**src/rtl/da_cfg_pkg.sv**
```systemverilog
// rtl/da_cfg_pkg.sv - AD9788 configuration sequencer types, instruction table and helpers.
package da_cfg_pkg;

    localparam int DATA_W      = 40;
    localparam int LEN_W       = 6;
    localparam int IDX_W       = 8;
    localparam int TABLE_DEPTH = 9;

    typedef enum logic [2:0] {
        ST_IDLE,
        ST_LOCKWAIT,
        ST_ISSUE,
        ST_WAIT_DONE,
        ST_GAP,
        ST_DONE,
        ST_ERR
    } state_t;

    typedef struct packed {
        logic [DATA_W-1:0] data;
        logic [LEN_W-1:0]  len;
    } entry_t;

    // Address byte plus payload, right-justified; entries 7 and 8 are readbacks.
    localparam entry_t INIT_TABLE [0:TABLE_DEPTH-1] = '{
        '{data: 40'h00_0000_0012, len: 6'd16},
        '{data: 40'h00_0000_0006, len: 6'd16},
        '{data: 40'h00_0001_0180, len: 6'd24},
        '{data: 40'h00_0002_000C, len: 6'd24},
        '{data: 40'h03_8000_0400, len: 6'd40},
        '{data: 40'h00_046F_B3FF, len: 6'd32},
        '{data: 40'h0A_8000_0000, len: 6'd40},
        '{data: 40'h00_0089_0000, len: 6'd24},
        '{data: 40'h8A_0000_0000, len: 6'd40}
    };

    function automatic entry_t entry_at(input logic [IDX_W-1:0] idx);
        entry_t e;
        e = '{data: '0, len: 6'd16};
        if (idx < IDX_W'(TABLE_DEPTH)) begin
            e = INIT_TABLE[idx[3:0]];
        end
        return e;
    endfunction

    function automatic logic is_read(input entry_t e);
        logic [LEN_W-1:0] msb;
        msb = e.len - 6'd1;
        return e.data[msb];
    endfunction

endpackage

```
**src/rtl/da_lock_filter.sv**
```systemverilog
// rtl/da_lock_filter.sv - saturating lock debounce; lock_ok after LOCK_FILTER consecutive high cycles.
module da_lock_filter #(
    parameter int LOCK_FILTER = 8
) (
    input  logic clk,
    input  logic rst_n,
    input  logic lock,
    output logic lock_ok
);

    localparam int CW = $clog2(LOCK_FILTER + 1);

    logic [CW-1:0] cnt;

    always_ff @(posedge clk or negedge rst_n) begin
        if (!rst_n) begin
            cnt <= '0;
        end else if (!lock) begin
            cnt <= '0;
        end else if (cnt != CW'(LOCK_FILTER)) begin
            cnt <= cnt + CW'(1);
        end
    end

    assign lock_ok = (cnt == CW'(LOCK_FILTER));

endmodule

```
**src/rtl/da_cfg_seq.sv**
```systemverilog
// rtl/da_cfg_seq.sv - AD9788 configuration sequencer feeding the SPI serializer.
// DA_CFG_READBACK_EN: when defined, read entries are issued; otherwise they are skipped.
module da_cfg_seq
    import da_cfg_pkg::*;
#(
    parameter int NUM_ENTRIES    = 9,
    parameter int GAP_CYCLES     = 4,
    parameter int LOCK_FILTER    = 8,
    parameter int TIMEOUT_CYCLES = 64
) (
    input  logic              GCLK,
    input  logic              reset,
    input  logic              CLM_LOCK,
    input  logic              START,
    output logic              cmd_valid,
    input  logic              cmd_ready,
    output logic [DATA_W-1:0] cmd_data,
    output logic [LEN_W-1:0]  cmd_len,
    input  logic              cmd_done,
    output logic              CFG_BUSY,
    output logic              CFG_DONE,
    output logic              CFG_ERR,
    output logic [IDX_W-1:0]  CFG_IDX
);

    localparam int TW = $clog2(TIMEOUT_CYCLES + 1);
    localparam int GW = $clog2(GAP_CYCLES + 1);

    state_t            state, state_nxt;
    logic              valid_nxt, busy_nxt, done_nxt, err_nxt;
    logic [DATA_W-1:0] data_nxt;
    logic [LEN_W-1:0]  len_nxt;
    logic [IDX_W-1:0]  idx_nxt, next_idx;
    logic [TW-1:0]     tcnt, tcnt_nxt;
    logic [GW-1:0]     gcnt, gcnt_nxt;
    logic              has_next, lock_ok, lock_lost;
    entry_t            cur_entry;

    function automatic logic entry_en(input logic [IDX_W-1:0] idx);
`ifdef DA_CFG_READBACK_EN
        return (idx < IDX_W'(NUM_ENTRIES));
`else
        return (idx < IDX_W'(NUM_ENTRIES)) && !is_read(entry_at(idx));
`endif
    endfunction

    da_lock_filter #(
        .LOCK_FILTER(LOCK_FILTER)
    ) u_lock_filter (
        .clk    (GCLK),
        .rst_n  (reset),
        .lock   (CLM_LOCK),
        .lock_ok(lock_ok)
    );

    assign cur_entry = entry_at(CFG_IDX);

    // Lowest enabled index above the current one; none means this is the last word.
    always_comb begin
        next_idx = CFG_IDX;
        has_next = 1'b0;
        for (int i = NUM_ENTRIES - 1; i >= 0; i--) begin
            if (IDX_W'(i) > CFG_IDX && entry_en(IDX_W'(i))) begin
                next_idx = IDX_W'(i);
                has_next = 1'b1;
            end
        end
    end

    assign lock_lost = !CLM_LOCK && (state == ST_LOCKWAIT || state == ST_ISSUE ||
                                     state == ST_WAIT_DONE || state == ST_GAP ||
                                     state == ST_DONE);

    always_comb begin
        state_nxt = state;
        valid_nxt = cmd_valid;
        data_nxt  = cmd_data;
        len_nxt   = cmd_len;
        busy_nxt  = CFG_BUSY;
        done_nxt  = CFG_DONE;
        err_nxt   = CFG_ERR;
        idx_nxt   = CFG_IDX;
        tcnt_nxt  = tcnt;
        gcnt_nxt  = gcnt;

        if (lock_lost) begin
            state_nxt = ST_LOCKWAIT;
            valid_nxt = 1'b0;
            idx_nxt   = '0;
            busy_nxt  = 1'b1;
            done_nxt  = 1'b0;
        end else begin
            case (state)
                ST_IDLE, ST_DONE, ST_ERR: begin
                    if (START) begin
                        state_nxt = ST_LOCKWAIT;
                        idx_nxt   = '0;
                        done_nxt  = 1'b0;
                        err_nxt   = 1'b0;
                        busy_nxt  = 1'b1;
                    end
                end
                ST_LOCKWAIT: begin
                    // Index is already 0 here, so entry 0 is presented on the way out.
                    if (lock_ok) begin
                        state_nxt = ST_ISSUE;
                        valid_nxt = 1'b1;
                        data_nxt  = cur_entry.data;
                        len_nxt   = cur_entry.len;
                    end
                end
                ST_ISSUE: begin
                    if (!cmd_valid) begin
                        valid_nxt = 1'b1;
                        data_nxt  = cur_entry.data;
                        len_nxt   = cur_entry.len;
                    end else if (cmd_ready) begin
                        valid_nxt = 1'b0;
                        state_nxt = ST_WAIT_DONE;
                        tcnt_nxt  = '0;
                    end
                end
                ST_WAIT_DONE: begin
                    if (cmd_done) begin
                        state_nxt = ST_GAP;
                        gcnt_nxt  = '0;
                    end else if (tcnt == TW'(TIMEOUT_CYCLES - 1)) begin
                        state_nxt = ST_ERR;
                        err_nxt   = 1'b1;
                        busy_nxt  = 1'b0;
                    end else begin
                        tcnt_nxt = tcnt + TW'(1);
                    end
                end
                ST_GAP: begin
                    if (gcnt == GW'(GAP_CYCLES - 1)) begin
                        if (has_next) begin
                            idx_nxt   = next_idx;
                            state_nxt = ST_ISSUE;
                        end else begin
                            state_nxt = ST_DONE;
                            done_nxt  = 1'b1;
                            busy_nxt  = 1'b0;
                        end
                    end else begin
                        gcnt_nxt = gcnt + GW'(1);
                    end
                end
                default: state_nxt = ST_IDLE;
            endcase
        end
    end

    always_ff @(posedge GCLK or negedge reset) begin
        if (!reset) begin
            state     <= ST_IDLE;
            cmd_valid <= 1'b0;
            cmd_data  <= '0;
            cmd_len   <= 6'd16;
            CFG_BUSY  <= 1'b0;
            CFG_DONE  <= 1'b0;
            CFG_ERR   <= 1'b0;
            CFG_IDX   <= '0;
            tcnt      <= '0;
            gcnt      <= '0;
        end else begin
            state     <= state_nxt;
            cmd_valid <= valid_nxt;
            cmd_data  <= data_nxt;
            cmd_len   <= len_nxt;
            CFG_BUSY  <= busy_nxt;
            CFG_DONE  <= done_nxt;
            CFG_ERR   <= err_nxt;
            CFG_IDX   <= idx_nxt;
            tcnt      <= tcnt_nxt;
            gcnt      <= gcnt_nxt;
        end
    end

endmodule

```
**config.mk**
```make
export PLATFORM = sky130hd
export DESIGN_NAME = da_cfg_seq
export DESIGN_NICKNAME = d
export VERILOG_FILES = /design/src/rtl/da_cfg_pkg.sv /design/src/rtl/da_lock_filter.sv /design/src/rtl/da_cfg_seq.sv
export SDC_FILE = /design/constraint.sdc
export NUM_CORES = 1
export LEC_CHECK = 0
export ABC_AREA = 1
export BUFFER_PORTS_ARGS = -buffer_cell sky130_fd_sc_hd__buf_2
export CORE_ASPECT_RATIO = 1.75
export CORE_MARGIN = 3
export CORE_UTILIZATION = 53
export DETAILED_ROUTE_END_ITERATION = 12
export PLACE_DENSITY = 0.83
export SLEW_MARGIN = 20
export SYNTH_ARGS = -nofsm -noshare
export SYNTH_HDL_FRONTEND = slang
export SYNTH_SLANG_ARGS = --single-unit
```
**constraint.sdc**
```tcl
create_clock -name GCLK -period 2.1 [get_ports GCLK]
set_input_delay 0.105 -clock GCLK [delete_from_list [all_inputs] [get_ports GCLK]]
set_output_delay 0.105 -clock GCLK [all_outputs]
set_load 0.05 [all_outputs]
```
==> flow_metrics.tcl, run 1 <==
set metrics [dict create \
    worstHoldStart "CLM_LOCK" \
    vias_per_cell 4.980 \
    cts.sinks 39 \
    cts_buffers 5 \
    post-route-period-util_pct 90.91 \
    coreArea_um2 4267 \
    fillCellCount 406 \
    die_h_um 95.18 \
    grt_pass1_vias 1963 \
    crit_type "flip-flop to flip-flop" \
    status "finished clean" \
    critPathMaxFanout 16 \
    p_seq_share_pct 34.9 \
    syn_avg_cell_area_um2 7.457 \
    synth_area_leader_cell "dfrtp_1" \
    pre_cts_slack_ns 0.1895 \
    die_x_um 56.96 \
    layout_setup_ws_ns 0.1909 \
    fp.dieArea_um2 5421 \
    yosys_warnings 0 \
    power_density_nw_per_um2 1141 \
    synth-seq-area-share_pct 40.57 \
    p_clk_share_pct 16.6 \
    grt_overflow 0 \
    drt_iter0_drc 46 \
    drc_errors 0 \
    ys_top_cells_by_count "95 x nand2_1, 38 x dfrtp_1, 37 x buf_4" \
    synth_top_area_share_pct 39.48 \
    cts_tree "done" \
    cp-end-kind "flip-flop" \
    drt_wl_total_mm 4.835 \
    drive_above_1_share_pct 18.13 \
    syn_to_final_growth_pct 5.610 \
    first_pass_iters 4 \
    slew_viol_final 0 \
    ys_ff_latch 39 \
    min_to "u_lock_filter.cnt[2]" \
    clkLatencyLatePin_ns 0.29 \
    io_pins 64 \
    dp_hpwl_mm 3.789 \
    sw_frac_of_total_pct 48.86 \
    worst_pin_slew_ns 0.8474 \
    synthArstFlopShare_pct 100.0 \
    stdcell_count 402 \
    clk_path_buf_depth 2 \
    drv_cap 0 \
    grt_start_max_net_pins 40 \
    clkTransAtPathRegs_ns 0.08 \
    initial_utilization_pct 56.45 \
    synth.area.top_cells "dfrtp_1 39%, nand2_1 15%, buf_4 12%" \
    seq_area_um2 977.2 \
    synth_cells 323 \
    leakage_nw 1.495 \
    htreeDepth 2 \
    rows 31 \
    hold_class "input pin to flip-flop" \
    synth_most_common_cell "nand2_1" \
    whs_ns 0.1302 \
    ff2ff_path_depth 11 \
    hold_viol 0 \
    cts_setup_buffers 0 \
    ff2ff_setup_slack_ns 0.19 \
    synth.distinct_cells 30 \
    antenna-diode-count 0 \
    drt.antenna.violating_nets 0 \
    worstPathRequired_ns 2.27 \
    reg2reg_to "cmd_data[19]" \
    timing.rr.start "u_lock_filter.cnt[0]" \
    synth-edff-count 0 \
    placed_cells 393 \
    max_freq_ghz 0.5238 \
    grt_usage_pct 18.34 \
    io_buffers 41 \
    syn_area_um2 2409 \
    fin_util_pct 59.62 \
    clockRootBuffer "clkbuf_8" \
    rsz0062_at_grt "false" \
    finalSetupTns_ns 0 \
    hold-path-cell-count 3 \
    cp-start-kind "flip-flop" \
    vdd_drop_max_mv 0.6515 \
    clock_skew_ns 0.007826 \
    fin_nets 363 \
    grt_pass1_wl_mm 7.976 \
    wire_per_inst_um 12.03 \
    period_needed_ns 1.909 \
    power.net_switching_mw 1.418 \
    combinationalPowerShare_pct 48.5 \
    internal-power_mw 1.484 \
    gp_routability_congestion 0.8331 \
    multi_input_area_um2 1081 \
    final-setup-viol-count 0 \
    relSlewSlack_pct 43.51 \
    grt_antenna_before_repair 0 \
    synthFlopType "dfrtp_1" \
    route.vias.total 2002 \
    critPathArrivalTime_ns 2.08 \
]
## layout by cell type, fill, tap and decap left out, drive strengths merged
master        n
xor2          5
or2           1
o21a          1
ha            5
dfrtp        38
nand2        98
mux2i         1
nand4         3
conb         22
dfstp         1
nand3        29
buf          41
a21oi         7
nor2         28
a211oi        2
o21ai        24
inv          34
clkinv        1
nor3          3
clkbuf        7
dlygate4sd3   1
o22ai         1
## cell families after synthesis
logic type	Yosys count	share of synthesized area, %
fa+ha+maj	5	2.597
flops	39	40.57
xor+xnor	5	1.818
other cells	1	0.1557
mux	1	0.4156
buf+inv	75	17.82
compound gates	35	8.260
simple gates	162	28.36
## flip-flops by register name, summed over array words and instances, names as in the netlist
| register | cells |
|---|---|
| CFG_BUSY | 1 |
| CFG_DONE | 1 |
| CFG_ERR | 1 |
| CFG_IDX | 3 |
| cmd_data | 12 |
| cmd_len | 3 |
| cmd_valid | 1 |
| gcnt | 3 |
| state | 3 |
| tcnt | 7 |
| u_lock_filter.cnt | 4 |
## power by group through the flow
stage | clock network, mW | logic, mW | registers [mW]
2_1_floorplan | 0 | 1.07 | 1.13
3_3_place_gp | 0 | 1.36 | 1.02
3_5_place_dp | 0 | 1.39 | 1.03
6_report | 0.483 | 1.41 | 1.01
5_1_grt | 0.519 | 1.57 | 1.03
4_1_cts | 0.498 | 1.40 | 1.01
## per-layer routing
metal | part of all wire, % | GRT usage (%) | vias to the layer above
li1 | - | - | 1021
met1 | 37 | 17.84 | 916
met2 | 55 | 35.59 | 48
met3 | 4.9 | 3.794 | 17
met4 | 3.1 | 8.704 | 0
met5 | 0 | 0 | -
## metrics by stage
stage                     cell area, um2  total power [mW]
after floorplan                     2487             2.203
after global placement              2452             2.377
after detailed placement            2452             2.420
after CTS                           2544             2.914
after global routing                2544             3.121
final                               2544             2.902
## worst max-delay path by stage
stage                              start           end  slack [ns]  depth (start not counted)
detailed placement  u_lock_filter.cnt[0]  cmd_data[19]        0.19                         11
floorplan           u_lock_filter.cnt[0]   cmd_data[1]        0.51                         11
CTS                 u_lock_filter.cnt[0]  cmd_data[19]        0.17                         11
global route        u_lock_filter.cnt[1]  cmd_data[33]        0.01                         11
global placement    u_lock_filter.cnt[1]  cmd_data[19]        0.33                         11
finish              u_lock_filter.cnt[0]  cmd_data[19]        0.19                         11
## layout make-up
cell class | count | share of cell area (%)
Sequential cell | 39 | 38.42
Clock buffer | 7 | 3.000
Tap cell | 49 | 2.410
Inverter | 34 | 5.017
Timing Repair Buffer | 42 | 8.460
Multi-Input combinational cell | 230 | 42.50
Clock inverter | 1 | 0.1968
## critical path, cell delays in order (launching register included)
cell	delay [ns]
dfrtp_1	0.42
inv_1	0.07
ha_1	0.15
nand2_1	0.05
nor2_1	0.21
inv_1	0.12
nand2_1	0.11
nand2_1	0.09
nor2_4	0.22
inv_2	0.18
nand2_1	0.08
o21ai_0	0.08
## repair_timing
action	4_1_cts	5_1_grt
gates resized for setup	0	0
hold endpoints to repair	38	0
endpoints found under the setup margin	0	5
hold buffers	1	0
Power figures use the tool's default switching activity.
==> run 2, diff against run 1 <==
==> constraint.sdc (replaced) <==
create_clock -name GCLK -period 2.06 [get_ports GCLK]
set_input_delay 0.103 -clock GCLK [delete_from_list [all_inputs] [get_ports GCLK]]
set_output_delay 0.103 -clock GCLK [all_outputs]
set_load 0.05 [all_outputs]
==> flow_metrics.tcl, run 2 (synthesis results as in run 1) <==
set metrics [dict create \
    clkTransAtPathRegs_ns 0.07 \
    drt.antenna.violating_nets 0 \
    htreeDepth 2 \
    io_buffers 41 \
    grt_pass1_wl_mm 7.976 \
    drv_cap 0 \
    post-route-period-util_pct 86.88 \
    relSlewSlack_pct 43.51 \
    dp_hpwl_mm 3.789 \
    cts_buffers 5 \
    hold_viol 0 \
    internal-power_mw 1.546 \
    mostFrequentLayoutCells "95 x nand2_1, 41 x buf_2, 38 x dfrtp_1" \
    rows 31 \
    rsz0062_at_grt "false" \
    die_x_um 56.96 \
    coreArea_um2 4267 \
    gp_routability_congestion 0.8331 \
    power.net_switching_mw 1.452 \
    ff2ff_setup_slack_ns 0.27 \
    layout_setup_ws_ns 0.2703 \
    final-setup-viol-count 0 \
    slew_viol_final 0 \
    drc_errors 0 \
    whs_ns 0.1271 \
    clock_skew_ns 0.007546 \
    grt_usage_pct 18.34 \
    wire_per_inst_um 12.00 \
    fin_util_pct 59.97 \
    fin_nets 365 \
    p_seq_share_pct 34.4 \
    stdcell_count 404 \
    io_pins 64 \
    largest_reg_flops 12 \
    fin_area_um2 2559 \
    sw_frac_of_total_pct 48.44 \
    cts_tree "done" \
    clkLatencyLatePin_ns 0.29 \
    crit_type "flip-flop to flip-flop" \
    hold_class "input pin to flip-flop" \
    clockRootBuffer "clkbuf_8" \
    placed_cells 393 \
    cp_common_cell "nand2_1" \
    cp-end-kind "flip-flop" \
    vdd_drop_max_mv 0.6642 \
    slowest_delay_ns 0.42 \
    power_density_nw_per_um2 1172 \
    finalSetupTns_ns 0 \
    reg_top3 "cmd_data: 12 flops, tcnt: 7 flops, u_lock_filter.cnt: 4 flops" \
    max_freq_ghz 0.5588 \
    p_clk_share_pct 16.4 \
    finalPower_mw 2.998 \
    grt_overflow 0 \
    grt_start_max_net_pins 40 \
    critPathMaxFanout 16 \
    pre_cts_slack_ns 0.1495 \
    leakage_nw 1.505 \
    period_needed_ns 1.790 \
    syn_to_final_growth_pct 6.234 \
    drt_iter0_drc 41 \
    worstPathRequired_ns 2.23 \
    regMostFlops "cmd_data" \
    cp_slowest_cell "dfrtp_1" \
    die_h_um 95.18 \
    grt_pass1_vias 1963 \
    first_pass_iters 4 \
    worst_pin_slew_ns 0.8473 \
    fp.dieArea_um2 5421 \
    crit_chain "inv_1, ha_1, nand2_1, nor2_1, inv_1, nand2_1, nand2_1, nor2_4, inv_2, nand2_1, o21ai_0" \
    cp-start-kind "flip-flop" \
    critPathArrivalTime_ns 1.96 \
    vias_per_cell 4.998 \
    placed_area_um2 2452 \
    antenna-diode-count 0 \
    drt_wl_total_mm 4.849 \
    clk_path_buf_depth 2 \
    drive_above_1_share_pct 18.59 \
    status "finished clean" \
    final_common_cell "nand2_1" \
    cts.sinks 39 \
    grt_antenna_before_repair 0 \
    initial_utilization_pct 56.45 \
    route.vias.total 2019 \
    combinationalPowerShare_pct 49.1 \
]
## run 2: cell count changes in the layout (fill, tap and decap cells not counted)
cell,delta
buf_4,+2
## run 2: cell type report
cell class              count  area (um2)
inverters                  34       127.6
multi-input cells         230        1081
fillers                   400        1708
clock inverters             1       5.005
well taps                  49       61.31
repair buffers             44       230.2
flip-flops and latches     39       977.2
clock buffers               7       76.32
## run 2: final timing paths
check	start	end	depth (start not counted)
worst min register to register	CFG_DONE	CFG_DONE	2
worst max register to register	u_lock_filter.cnt[0]	cmd_data[19]	11
worst max-delay path	u_lock_filter.cnt[0]	cmd_data[19]	11
worst min-delay path	CLM_LOCK	u_lock_filter.cnt[2]	3
min in group asynchronous	reset	u_lock_filter.cnt[0]	2
max in group asynchronous	reset	CFG_IDX[1]	2
## run 2: what timing repair did
item	in CTS	in global routing
hold buffers	1	0
resized for setup	0	0
endpoints found under the hold margin	38	0
endpoints found under the setup margin	0	13
setup buffers	0	2
## run 2: layer usage
metal  wire, um  global-route usage (%)  vias to the layer above
met4        157                   8.704                        0
met5          0                       0                        -
met2       2661                   35.59                       50
li1           -                       -                     1027
met3        240                   3.794                       19
met1       1790                   17.84                      923
## run 2: power groups by stage
stage | logic (mW) | clock network (mW) | registers (mW)
floorplan | 1.09 | 0 | 1.15
global placement | 1.38 | 0 | 1.04
detailed placement | 1.42 | 0 | 1.05
CTS | 1.43 | 0.507 | 1.03
global route | 1.64 | 0.529 | 1.05
finish | 1.47 | 0.493 | 1.03
## run 2: critical path: cells and delay by family (launching register included)
| family | cells | cell delay (ns) |
|---|---|---|
| DFF | 1 | 0.42 |
| and+or+nand+nor | 6 | 0.69 |
| AOI/OAI and AO/OA | 1 | 0.07 |
| adders and majority gates | 1 | 0.15 |
| buffers and inverters | 3 | 0.34 |
==> run 3, diff against run 2 <==
--- a/config.mk
+++ b/config.mk
@@ -5,13 +5,13 @@
 export SDC_FILE = /design/constraint.sdc
 export NUM_CORES = 1
 export LEC_CHECK = 0
-export ABC_AREA = 1
+export ABC_AREA = 0
 export BUFFER_PORTS_ARGS = -buffer_cell sky130_fd_sc_hd__buf_2
 export CORE_ASPECT_RATIO = 1.75
 export CORE_MARGIN = 3
-export CORE_UTILIZATION = 53
+export CORE_UTILIZATION = 30
 export DETAILED_ROUTE_END_ITERATION = 12
-export PLACE_DENSITY = 0.83
+export PLACE_DENSITY = 0.53
 export SLEW_MARGIN = 20
 export SYNTH_ARGS = -nofsm -noshare
 export SYNTH_HDL_FRONTEND = slang
==> flow_metrics.tcl, run 3 <==
set metrics [dict create \
    route.vias.total 1975 \
    cts_setup_buffers 0 \
    yosys_warnings 0 \
    io_buffers 41 \
    drive_above_1_share_pct 25.71 \
    pre_cts_slack_ns 0.1238 \
    dp_hpwl_mm 4.373 \
    layout_setup_ws_ns 0.1595 \
    drc_errors 0 \
    syn_to_final_growth_pct 14.28 \
    die_x_um 74.85 \
    synth-seq-area-share_pct 39.27 \
    sw_frac_of_total_pct 42.43 \
    syn_avg_cell_area_um2 9.050 \
    power_density_nw_per_um2 1199 \
    p_seq_share_pct 32.8 \
    p_clk_share_pct 22.5 \
    clockRootBuffer "clkbuf_16" \
    coreArea_um2 8016 \
    rsz0062_at_grt "false" \
    synth_top_area_share_pct 38.21 \
    synth_area_leader_cell "dfrtp_1" \
    ys_ff_latch 39 \
    synthFlopType "dfrtp_1" \
    ff2ff_setup_slack_ns 0.16 \
    critPathMaxFanout 13 \
    ff2ff_path_depth 5 \
    syn_area_um2 2489 \
    status "finished clean" \
    synth.distinct_cells 57 \
    cts.sinks 39 \
    cp-start-kind "flip-flop" \
    drt_iter0_drc 64 \
    fin_nets 325 \
    synth_most_common_cell "nand2_1" \
    hold_viol 0 \
    drv_cap 0 \
    fp.dieArea_um2 9467 \
    io_pins 64 \
    finalSetupTns_ns 0 \
    grt_pass1_vias 1816 \
    final-setup-viol-count 0 \
    met1_usage_pct 13.17 \
    clkLatencyLatePin_ns 0.29 \
    clkTransAtPathRegs_ns 0.06 \
    regMostFlops "cmd_data" \
    grtUsageMet2_pct 21.33 \
    timing.rr.start "state[2]" \
    grt_start_max_net_pins 24 \
    crit_chain "buf_4, mux2_4, a221oi_4, nand4_1, a21oi_1" \
    mostFrequentLayoutCells "45 x nand2_1, 41 x buf_2, 37 x dfrtp_1" \
    fin_area_um2 2844 \
    clock_skew_ns 0.007178 \
    grt_pass1_wl_mm 8.949 \
    synth-edff-count 0 \
    grt_overflow 0 \
    rows 43 \
    die_h_um 126.5 \
    cp_slowest_cell "dfrtp_1" \
    crit_type "flip-flop to flip-flop" \
    grt_antenna_before_repair 0 \
    first_pass_iters 4 \
    power.net_switching_mw 1.446 \
    final_common_cell "nand2_1" \
    critPathArrivalTime_ns 2.11 \
    hold_class "input pin to asynchronous set/reset pin" \
    grt.busiest_layer "met2" \
    worstPathRequired_ns 2.27 \
    drt_wl_total_mm 5.509 \
    antenna-diode-count 0 \
    reg_top3 "cmd_data: 12 flops, tcnt: 7 flops, u_lock_filter.cnt: 4 flops" \
    fin_util_pct 35.48 \
    slowest_delay_ns 0.60 \
    cp-end-kind "flip-flop" \
    synthArstFlopShare_pct 100.0 \
    clk_path_buf_depth 2 \
    internal-power_mw 1.962 \
    post-route-period-util_pct 92.26 \
    drt.antenna.violating_nets 0 \
    period_needed_ns 1.900 \
    combinationalPowerShare_pct 44.7 \
    vdd_drop_max_mv 0.4225 \
    htreeDepth 2 \
    grt_usage_pct 12.34 \
    ys_top_cells_by_count "45 x nand2_1, 38 x buf_4, 38 x dfrtp_1" \
    crit_path_end "CFG_IDX[2]" \
    max_freq_ghz 0.5262 \
    cts_buffers 5 \
    gp_routability_congestion 0.7986 \
    reg2reg_to "CFG_IDX[2]" \
    leakage_nw 1.436 \
    synth_cells 275 \
    cts_tree "done" \
    synth.area.top_cells "dfrtp_1 38%, buf_4 11%, nand2_1 6.8%" \
    use_met3_pct 3.172 \
    largest_reg_flops 12 \
    initial_utilization_pct 31.04 \
    placed_area_um2 2683 \
    whs_ns 0.2689 \
    cp-startpoint "state[2]" \
    wire_per_inst_um 13.60 \
    slew_viol_final 0 \
    vias_per_cell 4.877 \
]
-- run 3: power groups by stage --
stage / Combinational, mW / Sequential [mW] / Clock, mW
6_report: 1.52 / 1.12 / 0.766
4_1_cts: 1.53 / 1.12 / 0.795
3_5_place_dp: 1.53 / 1.13 / 0
2_1_floorplan: 1.03 / 1.30 / 0
5_1_grt: 1.65 / 1.15 / 0.832
3_3_place_gp: 1.52 / 1.13 / 0
-- run 3: repair_timing --
item / 4_1_cts / 5_1_grt
endpoints found under the hold margin: 14 / 0
gates resized for setup: 0 / 2
setup endpoints to repair: 0 / 2
hold buffers: 1 / 0
-- run 3: worst min-delay path by stage --
stage	end	slack [ns]	cells after the start
after floorplan	CFG_BUSY	-0.19	0
after global placement	cmd_data[1]	0.05	1
after detailed placement	cmd_data[1]	0.05	1
after CTS	u_lock_filter.cnt[0]	0.27	2
after global routing	u_lock_filter.cnt[0]	0.29	2
final	cmd_data[17]	0.27	2
-- run 3: through the flow --
stage | power [mW] | cells
2_1_floorplan | 2.331 | 296
3_3_place_gp | 2.656 | 396
3_5_place_dp | 2.660 | 396
4_1_cts | 3.447 | 405
5_1_grt | 3.629 | 405
6_report | 3.409 | 405
-- run 3: per-layer routing --
layer	part of all wire, %	vias up	wire [um]
met5	0	-	0
met4	3.4	0	187
met3	4.8	13	265
met2	54	74	2986
met1	38	917	2068
li1	-	971	-
-- run 3: cell type report --
class	count	area [um2]
multi-input combinational	198	1214
inverter	9	33.78
tap	90	112.6
clock inverter	1	5.005
sequential	39	978.4
fill	831	5172
clock buffer	7	142.6
timing repair buffer	61	357.8
-- run 3: critical path: cells and delay by family, from the launching register on --
| family | cells | cell delay [ns] |
|---|---|---|
| flops | 1 | 0.60 |
| simple gates | 1 | 0.13 |
| mux | 1 | 0.31 |
| compound gates | 2 | 0.56 |
| buf+inv | 1 | 0.22 |
-- run 3: cells by family (layout without fill, tap and decap cells) --
family / count (synthesis) / in the layout / synth area share [%]
AOI/OAI and AO/OA: 51 / 51 / 15.33
buffers and inverters: 59 / 78 / 15.23
muxes: 6 / 6 / 2.765
adders and majority gates: 5 / 5 / 2.514
xor gates and xnor gates: 7 / 7 / 2.464
DFF: 39 / 39 / 39.27
and+or+nand+nor: 107 / 107 / 22.27
other: 1 / 22 / 0.1507
